<file path="src/rtl/spi_slave_regfile_if.sv">
// SPI pin bundle between a mode-3 SPI master and the register-file slave.
interface spi_slave_regfile_if;
  logic spi_clk_i;
  logic spi_mosi_i;
  logic spi_cs_i;
  logic spi_miso_o;

  modport master (output spi_clk_i, spi_mosi_i, spi_cs_i, input spi_miso_o);
  modport slave  (input spi_clk_i, spi_mosi_i, spi_cs_i, output spi_miso_o);
endinterface

</file>
<file path="src/rtl/spi_slave_regfile.sv">
// Oversampled mode-3 SPI slave in front of a byte-wide register file.
// Frame: command byte {rw, addr[6:0]} followed by auto-incrementing data bytes.
module spi_slave_regfile #(
  parameter int         REG_COUNT = 16,
  parameter logic [7:0] RESET_VAL = 8'h00
) (
  input  logic                   sys_clk,
  input  logic                   sys_rst_n,
  spi_slave_regfile_if.slave     spi,
  output logic [REG_COUNT*8-1:0] reg_o,
  output logic                   wr_valid_o,
  output logic [6:0]             wr_addr_o,
  output logic [7:0]             wr_data_o,
  output logic                   addr_err_o,
  output logic                   frame_done_o
);

  typedef enum logic [1:0] {IDLE, CMD, DATA_WR, DATA_RD} state_e;

  localparam logic [7:0] RC_W = 8'(REG_COUNT);

  state_e                        state_q, state_d;
  logic [2:0]                    clk_sync_q, cs_sync_q;
  logic [1:0]                    mosi_sync_q;
  logic [2:0]                    bit_cnt_q, bit_cnt_d;
  logic [7:0]                    rx_q, rx_d;
  logic [7:0]                    tx_q, tx_d;
  logic [6:0]                    addr_q, addr_d;
  logic                          miso_q, miso_d;
  logic                          got_byte_q, got_byte_d;
  logic [REG_COUNT-1:0][7:0]     regs_q, regs_d;
  logic                          wr_valid_q, wr_valid_d;
  logic [6:0]                    wr_addr_q, wr_addr_d;
  logic [7:0]                    wr_data_q, wr_data_d;
  logic                          addr_err_q, addr_err_d;
  logic                          frame_done_q, frame_done_d;

  logic       sck_rise, sck_fall, cs_hi, cs_fall;
  logic [7:0] rx_byte;
  logic [6:0] ld_addr;
  logic [7:0] ld_byte;
  logic       ld_ok, wr_ok;

  assign sck_rise = clk_sync_q[1] & ~clk_sync_q[2];
  assign sck_fall = ~clk_sync_q[1] & clk_sync_q[2];
  assign cs_hi    = cs_sync_q[1];
  assign cs_fall  = ~cs_sync_q[1] & cs_sync_q[2];
  assign rx_byte  = {rx_q[6:0], mosi_sync_q[1]};

  // The command byte supplies the first read address before addr_q holds it.
  assign ld_addr = (state_q == CMD) ? rx_byte[6:0] : addr_q;
  assign ld_ok   = {1'b0, ld_addr} < RC_W;
  assign wr_ok   = {1'b0, addr_q} < RC_W;

  always_comb begin
    ld_byte = '0;
    for (int i = 0; i < REG_COUNT; i++)
      if (ld_addr == 7'(i)) ld_byte = regs_q[i];
  end

  always_comb begin
    state_d      = state_q;
    bit_cnt_d    = bit_cnt_q;
    rx_d         = rx_q;
    tx_d         = tx_q;
    addr_d       = addr_q;
    miso_d       = miso_q;
    got_byte_d   = got_byte_q;
    regs_d       = regs_q;
    wr_valid_d   = 1'b0;
    wr_addr_d    = wr_addr_q;
    wr_data_d    = wr_data_q;
    addr_err_d   = 1'b0;
    frame_done_d = 1'b0;
    case (state_q)
      IDLE: begin
        miso_d = 1'b0;
        if (cs_fall) begin
          state_d    = CMD;
          bit_cnt_d  = '0;
          rx_d       = '0;
          got_byte_d = 1'b0;
        end
      end
      default: begin
        if (cs_hi) begin
          // Partial bytes are simply dropped with the frame.
          state_d      = IDLE;
          miso_d       = 1'b0;
          bit_cnt_d    = '0;
          frame_done_d = got_byte_q;
        end else begin
          if (sck_rise) begin
            bit_cnt_d = bit_cnt_q + 3'd1;
            rx_d      = rx_byte;
            if (bit_cnt_q == 3'd7) begin
              got_byte_d = 1'b1;
              if (state_q == DATA_WR) begin
                if (wr_ok) begin
                  for (int i = 0; i < REG_COUNT; i++)
                    if (addr_q == 7'(i)) regs_d[i] = rx_byte;
                  wr_valid_d = 1'b1;
                  wr_addr_d  = addr_q;
                  wr_data_d  = rx_byte;
                end else begin
                  addr_err_d = 1'b1;
                end
                addr_d = addr_q + 7'd1;
              end else if (state_q == CMD && !rx_byte[7]) begin
                state_d = DATA_WR;
                addr_d  = rx_byte[6:0];
              end else begin
                state_d    = DATA_RD;
                tx_d       = ld_ok ? ld_byte : 8'h00;
                addr_err_d = ~ld_ok;
                addr_d     = ld_addr + 7'd1;
              end
            end
          end
          if (sck_fall && state_q == DATA_RD) begin
            miso_d = tx_q[7];
            tx_d   = {tx_q[6:0], 1'b0};
          end
        end
      end
    endcase
  end

  always_ff @(posedge sys_clk) begin
    if (!sys_rst_n) begin
      clk_sync_q   <= 3'b111;
      // CS history starts low so a CS held low through reset never looks like
      // a falling edge; a new frame needs CS to go high first.
      cs_sync_q    <= 3'b000;
      mosi_sync_q  <= 2'b00;
      state_q      <= IDLE;
      bit_cnt_q    <= '0;
      rx_q         <= '0;
      tx_q         <= '0;
      addr_q       <= '0;
      miso_q       <= 1'b0;
      got_byte_q   <= 1'b0;
      regs_q       <= {REG_COUNT{RESET_VAL}};
      wr_valid_q   <= 1'b0;
      wr_addr_q    <= '0;
      wr_data_q    <= '0;
      addr_err_q   <= 1'b0;
      frame_done_q <= 1'b0;
    end else begin
      clk_sync_q   <= {clk_sync_q[1:0], spi.spi_clk_i};
      cs_sync_q    <= {cs_sync_q[1:0], spi.spi_cs_i};
      mosi_sync_q  <= {mosi_sync_q[0], spi.spi_mosi_i};
      state_q      <= state_d;
      bit_cnt_q    <= bit_cnt_d;
      rx_q         <= rx_d;
      tx_q         <= tx_d;
      addr_q       <= addr_d;
      miso_q       <= miso_d;
      got_byte_q   <= got_byte_d;
      regs_q       <= regs_d;
      wr_valid_q   <= wr_valid_d;
      wr_addr_q    <= wr_addr_d;
      wr_data_q    <= wr_data_d;
      addr_err_q   <= addr_err_d;
      frame_done_q <= frame_done_d;
    end
  end

  assign spi.spi_miso_o = miso_q;
  assign reg_o          = regs_q;
  assign wr_valid_o     = wr_valid_q;
  assign wr_addr_o      = wr_addr_q;
  assign wr_data_o      = wr_data_q;
  assign addr_err_o     = addr_err_q;
  assign frame_done_o   = frame_done_q;

endmodule
</file>
<file path="src/flat_wrapper.sv">
// flat-port wrapper written by rule: the top's interface ports become plain ports
module spi_slave_regfile_flat 
#(
  parameter int         REG_COUNT = 16,
  parameter logic [7:0] RESET_VAL = 8'h00
)
  (sys_clk, sys_rst_n, reg_o, wr_valid_o, wr_addr_o, wr_data_o, addr_err_o, frame_done_o, spi_spi_clk_i, spi_spi_mosi_i, spi_spi_cs_i, spi_spi_miso_o);
  spi_slave_regfile_if spi_i ();
  input  logic sys_clk;
  input  logic sys_rst_n;
  output logic [REG_COUNT*8-1:0] reg_o;
  output logic wr_valid_o;
  output logic [6:0] wr_addr_o;
  output logic [7:0] wr_data_o;
  output logic addr_err_o;
  output logic frame_done_o;
  input wire logic [$bits(spi_i.spi_clk_i)-1:0] spi_spi_clk_i;
  input wire logic [$bits(spi_i.spi_mosi_i)-1:0] spi_spi_mosi_i;
  input wire logic [$bits(spi_i.spi_cs_i)-1:0] spi_spi_cs_i;
  output wire logic [$bits(spi_i.spi_miso_o)-1:0] spi_spi_miso_o;
  assign spi_i.spi_clk_i = spi_spi_clk_i;
  assign spi_i.spi_mosi_i = spi_spi_mosi_i;
  assign spi_i.spi_cs_i = spi_spi_cs_i;
  assign spi_spi_miso_o = spi_i.spi_miso_o;
  spi_slave_regfile #(.REG_COUNT(REG_COUNT), .RESET_VAL(RESET_VAL)) u_core (.sys_clk(sys_clk), .sys_rst_n(sys_rst_n), .spi(spi_i), .reg_o(reg_o), .wr_valid_o(wr_valid_o), .wr_addr_o(wr_addr_o), .wr_data_o(wr_data_o), .addr_err_o(addr_err_o), .frame_done_o(frame_done_o));
endmodule
</file>
<file path="config.mk">
export PLATFORM = sky130hd
export DESIGN_NAME = spi_slave_regfile_flat
export DESIGN_NICKNAME = d
export VERILOG_FILES = /design/src/rtl/spi_slave_regfile_if.sv /design/src/rtl/spi_slave_regfile.sv /design/src/flat_wrapper.sv
export SDC_FILE = /design/constraint.sdc
export NUM_CORES = 1
export LEC_CHECK = 0
export CAP_MARGIN = 20
export CORE_MARGIN = 4
export CORE_UTILIZATION = 38
export DETAILED_ROUTE_END_ITERATION = 12
export RECOVER_POWER = 100
export SETUP_SLACK_MARGIN = 0.5
export SYNTH_ARGS = -nofsm -noshare
export SYNTH_HDL_FRONTEND = slang
export SYNTH_SLANG_ARGS = --single-unit
</file>
<file path="constraint.sdc">
create_clock -name sys_clk -period 3.5 [get_ports sys_clk]
set_input_delay 0.525 -clock sys_clk [delete_from_list [all_inputs] [get_ports sys_clk]]
set_output_delay 0.525 -clock sys_clk [all_outputs]
set_load 0.1 [all_outputs]
</file>
==> impl_metrics.tcl, run 1 <==
set metrics [dict create \
    fill_cells 2223 \
    worst_pin_slew_ns 1.00 \
    fin_crit_sh 0.863 \
    slowest_stage "or4b_2" \
    antennaDiodeCount 0 \
    num_io_pins 152 \
    path_class "flip-flop to flip-flop" \
    r2r_slack_ns 0.48 \
    fin_ws_ns 0.480 \
    drtAntennaViolNets 0 \
    synth-seq-cells 183 \
    stdcell_count 1603 \
    cts_tree "yes" \
    grt_pass1_wl_um 54100 \
    numCtsBuffers 17 \
    antenna_found_initial 1 \
    grt_remaining_overflow 0 \
    peakVddDrop_mv 0.295 \
    slew_headroom 0.328 \
    cts_buffer_depth 2 \
    yosysUniqueCellTypes 64 \
    htreeDepth 4 \
    dieArea_um2 25600 \
    synth_top_area_frac 0.418 \
    hpwl_um 24700 \
    async_reset_ff_frac 0 \
    synth.area.top_cells "dfxtp_1 42%, nand2_1 13%, a21oi_1 9.5%, clkbuf_1 3.6%, nand3_1 2.3%" \
    area_growth_pct 29.8 \
    yosys.area_share.simple 0.272 \
    synth_most_common_cell "nand2_1" \
    grt_max_degree 81 \
    crit_path_start_kind "flip-flop" \
    core_um2 22600 \
    routedWlPerCell_um 22.1 \
    synth_area_um2 8770 \
    drc 0 \
    p_leak_nw 4.40 \
    ys.flop_type "dfxtp_1" \
    maxCapViolations 0 \
    place_ws_ns 0.309 \
    status "completed" \
    vias_per_cell 5.85 \
    rsz0062_at_grt "yes" \
    worstPathRequired_ns 3.88 \
    clockRootBuffer "clkbuf_16" \
    synth_nets 1175 \
    synth-compound-area-share 0.218 \
    yosysWarnings 0 \
    slowest_delay_ns 0.69 \
    clock_skew_ns 0.0172 \
    period_minus_slack_ns 3.02 \
    hold_class "flip-flop to flip-flop" \
    crit_chain "buf_4, or4b_2, o31ai_1, a31oi_1, a2111oi_0, o2111ai_1, a211o_1, a21oi_1" \
    synth-edff-count 0 \
    power_density_nw_per_um2 364 \
    synth_top_cell_by_area "dfxtp_1" \
    synth_top_family_by_area "simple AND/OR/NAND/NOR gates" \
    fmax_ghz 0.331 \
    synth.yosys.seq_area_share 0.418 \
    crit_fanout 12 \
    drive_above_1_share 0.0857 \
    vias 9382 \
    drt-initial-drc-count 926 \
    syn_inst 1162 \
    synthMuxAreaShare 0.0221 \
    final.setup.tns_ns 0 \
    grt.total_usage 0.268 \
    clk_latency_ns 0.45 \
    hold_viol 0 \
    synth_xor_area_frac 0.0110 \
    rows 55 \
    die_w_um 160 \
    synthTopCellsByCount "302 x nand2_1, 183 x dfxtp_1, 167 x a21oi_1" \
    clock-sinks 183 \
    drt_wl_total_um 35400 \
    setup_viol 0 \
    placedCellCount 1561 \
    fp.dieH_um 160 \
    power_mw 4.15 \
    maxSlewViolCount 0 \
    synthAdderAreaFrac 0.0114 \
    cp-end-kind "flip-flop" \
    port_buffers 151 \
    grt_pass1_vias 8888 \
    place_congestion 0.946 \
    initial_core_util 0.387 \
    cts.clk_slew.worst_paths_ns 0.08 \
    cp_data_arrival_time_ns 3.40 \
    drtPass1Iterations 6 \
    final_nets 1318 \
    synth_area_per_cell_um2 7.55 \
]
-- final timing paths --
kind / from / end / cells after the start
setup / recovery: u_core.rx_q[0]$_SDFFE_PN0P_ / u_core.tx_q[0]$_SDFFE_PN0P_ / 8
hold / removal: u_core.cs_sync_q[0]$_SDFF_PN0_ / u_core.cs_sync_q[1]$_SDFF_PN0_ / 1
setup reg to reg: u_core.rx_q[0]$_SDFFE_PN0P_ / u_core.tx_q[0]$_SDFFE_PN0P_ / 8
hold reg to reg: u_core.cs_sync_q[0]$_SDFF_PN0_ / u_core.cs_sync_q[1]$_SDFF_PN0_ / 1
-- cell usage in the layout (no fill, tap or decap), types with 5 or more instances in the layout --
cell,netlist,layout
nand2_1,302,302
dfxtp_1,183,183
a21oi_1,167,165
dlygate4sd3_1,0,148
buf_4,1,53
nor2_1,51,51
nand3_1,41,41
o21ai_0,32,32
and3_1,22,22
nor3_1,22,21
nor2b_1,19,18
clkbuf_16,0,17
mux2i_1,16,15
nor4_1,14,14
a31oi_1,14,14
a221oi_1,11,11
inv_1,10,10
nand2b_1,10,10
a211oi_1,8,9
a22oi_1,8,8
o211ai_1,8,8
ha_1,8,8
o2111ai_1,7,7
or3_1,9,7
clkbuf_1,83,7
and2_0,1,6
nand4_1,6,6
xnor2_1,6,6
a21o_1,5,5
a2bb2oi_1,5,5
or4_1,5,5
o32ai_1,5,5
o221ai_1,5,5
o21a_1,5,5
xor2_1,5,5
inv_6,0,5
-- sequential cells by signal, indices dropped and copies added (netlist names) --
name                   cells
u_core.state_q             2
u_core.addr_err_o          1
u_core.got_byte_q          1
u_core.wr_valid_o          1
u_core.wr_data_o           8
u_core.spi.spi_miso_o      1
u_core.reg_o             128
u_core.clk_sync_q          3
u_core.addr_q              7
u_core.mosi_sync_q         2
u_core.bit_cnt_q           3
u_core.wr_addr_o           7
u_core.tx_q                8
u_core.cs_sync_q           3
u_core.rx_q                7
u_core.frame_done_o        1
-- kinds of logic after synthesis --
family,count (synthesis)
buffers and inverters,105
muxes,19
DFF,183
xor gates and xnor gates,11
AOI/OAI and AO/OA,310
and+or+nand+nor,526
adders and majority gates,8
-- critical path, delay by kind of cell (launching register included) --
family,cells,cell delay [ns]
AO/OA/AOI/OAI,6,1.71
flip-flops,1,0.34
buffers and inverters,1,0.20
AND/OR/NAND/NOR,1,0.69
-- power by group --
| group | switching, mW | internal [mW] |
|---|---|---|
| combinational | 0.0890 | 0.0414 |
| sequential | 0.00726 | 2.09 |
| clock | 0.954 | 0.968 |
-- final cells by class --
type                    instances  area, µm²  share of cell area
multi-input cells             875       4740               0.416
clock inverters                13        130              0.0114
repair buffers                216       2000               0.176
flip-flops and latches        183       3660               0.322
well taps                     285        357              0.0313
inverters                      12       48.8             0.00429
clock buffers                  19        443              0.0389
-- through the flow --
step	area, µm²	util	hold WS [ns]
6_report	11400	0.503	0.437
5_1_grt	11400	0.503	0.460
4_1_cts	11300	0.500	0.437
3_5_place_dp	10700	0.474	0.396
3_3_place_gp	10700	0.474	0.404
2_1_floorplan	8800	-	0.386
-- metal layers --
metal | part of all wire | vias up | wire [µm] | global-route usage
li1 | - | 4371 | - | -
met1 | 0.44 | 4489 | 15600 | 0.369
met2 | 0.46 | 449 | 16300 | 0.430
met3 | 0.074 | 73 | 2630 | 0.0454
met4 | 0.027 | 0 | 952 | 0.0849
met5 | 0 | - | 0 | 0
-- repair_timing --
action	CTS	global route
endpoints found under the setup margin	6	19
hold buffers	0	0
resized for setup	3	15
buffers inserted	2	7
pin swaps	0	4
cloned	0	1
Note: power is estimated with default switching activity, not from simulation.
==> run 2: changes to the inputs <==
Clock period 3.5 ns to 2.49 ns, I/O delays scaled along.
==> impl_metrics.tcl, run 2 (synthesis results as in run 1) <==
set metrics [dict create \
    initial_core_util 0.387 \
    routedWlPerCell_um 21.8 \
    fin_ws_ns -0.131 \
    largest_reg_flops 128 \
    dieArea_um2 25600 \
    drt_wl_total_um 37400 \
    grt_remaining_overflow 0 \
    crit_fanout 6 \
    rows 55 \
    hold_viol 0 \
    drtAntennaViolNets 0 \
    drive_above_1_share 0.338 \
    power_density_nw_per_um2 463 \
    num_io_pins 152 \
    cts_tree "yes" \
    p_comb_frac 0.043 \
    pwr-share-seq 0.487 \
    clockRootBuffer "clkbuf_16" \
    worst_pin_slew_ns 1.21 \
    die_w_um 160 \
    path_class "flip-flop to flip-flop" \
    drtPass1Iterations 5 \
    cp-end-kind "flip-flop" \
    period_minus_slack_ns 2.62 \
    setup_viol 8 \
    fmax_ghz 0.382 \
    clock_power_share 0.470 \
    fin_crit_sh 1.05 \
    sw_frac_of_total 0.256 \
    p_leak_nw 4.61 \
    status "finished with violations" \
    grt_max_degree 82 \
    vias 9882 \
    clk_latency_ns 0.45 \
    final_cell_mix "233 x nand2_1, 178 x dfxtp_1, 168 x buf_4, 126 x clkbuf_1, 122 x a21oi_1" \
    grt_pass1_vias 9358 \
    core_um2 22600 \
    hold_class "flip-flop to flip-flop" \
    port_buffers 151 \
    drt-initial-drc-count 873 \
    antenna_found_initial 0 \
    rsz0062_at_grt "yes" \
    hold_buffers 0 \
    r2r_slack_ns -0.13 \
    drc 0 \
    peakVddDrop_mv 0.350 \
    grt.total_usage 0.274 \
    fp.dieH_um 160 \
    worstPathRequired_ns 2.81 \
    cp_data_arrival_time_ns 2.94 \
    maxCapViolations 0 \
    layout_commonest_cell "nand2_1" \
    place_ws_ns -0.359 \
    hpwl_um 26200 \
    final_nets 1434 \
    place_congestion 0.929 \
    clock-sinks 183 \
    switchingPower_mw 1.54 \
    crit_path_start_kind "flip-flop" \
    intPower_mw 4.49 \
    fin_util 0.575 \
    htreeDepth 4 \
    vias_per_cell 5.75 \
    grt_pass1_wl_um 55600 \
    slew_headroom 0.200 \
    violations "setup timing" \
    antennaDiodeCount 0 \
    clock_skew_ns 0.0169 \
    maxSlewViolCount 0 \
    cts_buffer_depth 2 \
    cts.clk_slew.worst_paths_ns 0.07 \
    area_growth_pct 48.4 \
    numCtsBuffers 17 \
]
-- run 2: cell count changes in the layout (fill, tap and decap cells not counted), sizes merged --
| cell | before | now |
|---|---|---|
| bufinv | 0 | 1 |
| dlygate4sd3 | 148 | 1 |
| buf | 56 | 201 |
| clkinvlp | 1 | 0 |
| clkbuf | 28 | 146 |
| clkinv | 4 | 5 |
| o31a | 4 | 3 |
-- run 2: per-stage QoR --
step	power [mW]	instances	hold WS, ns	cell area (µm²)	TNS [ns]
3_5_place_dp	3.23	1657	0.395	11200	-2.17
3_3_place_gp	3.23	1657	0.404	11200	-1.81
6_report	6.03	1719	0.424	13000	-0.715
2_1_floorplan	3.12	1162	0.386	8910	-2.25
4_1_cts	6.02	1697	0.428	12200	-0.714
5_1_grt	6.17	1719	0.456	13000	-1.52
-- run 2: final timing paths --
kind	startpoint	end	cells after the start
max reg2reg	u_core.state_q[1]$_SDFFE_PN0P_	u_core.tx_q[1]$_SDFFE_PN0P_	12
min	u_core.clk_sync_q[0]$_SDFF_PN1_	u_core.clk_sync_q[1]$_SDFF_PN1_	1
max	u_core.state_q[1]$_SDFFE_PN0P_	u_core.tx_q[1]$_SDFFE_PN0P_	12
min reg2reg	u_core.clk_sync_q[0]$_SDFF_PN1_	u_core.clk_sync_q[1]$_SDFF_PN1_	1
-- run 2: what timing repair did --
item,in CTS,in global routing
gates resized for setup,94,251
pin swaps,29,72
setup endpoints to repair,141,142
buffers inserted,8,18
gates cloned,0,4
-- run 2: power by group through the flow --
| stage | clock (mW) | combinational [mW] | sequential [mW] |
|---|---|---|---|
| after CTS | 2.85 | 0.231 | 2.94 |
| after global placement | 0 | 0.221 | 3.01 |
| after floorplan | 0 | 0.122 | 3.00 |
| after detailed placement | 0 | 0.221 | 3.01 |
| final | 2.83 | 0.257 | 2.94 |
| after global routing | 2.96 | 0.272 | 2.94 |
-- run 2: layer usage --
| metal | up-vias | GRT usage | wire length [µm] |
|---|---|---|---|
| li1 | 4622 | - | - |
| met1 | 4777 | 0.382 | 16400 |
| met2 | 412 | 0.437 | 17400 |
| met3 | 71 | 0.0434 | 2510 |
| met4 | 0 | 0.0884 | 1080 |
| met5 | - | 0 | 0 |
-- run 2: final cells by class --
type,instances,area (µm²)
clock inverter,14,176
inverter,12,60.1
timing repair buffer,333,2290
multi-input combinational,874,6030
sequential,183,3670
tap,285,357
fill,2119,9630
clock buffer,18,429
-- run 2: worst max-delay path, cell delays in order, from the launching register on --
cell and delay (ns):
dfxtp_4 0.37, nor2b_4 0.20, nor2_1 0.06, a21o_1 0.20, inv_2 0.08, ha_4 0.13
inv_2 0.04, a211o_4 0.30, or3_4 0.43, o211ai_1 0.20, o21ai_2 0.10, a2111oi_2 0.31
nor4_1 0.07
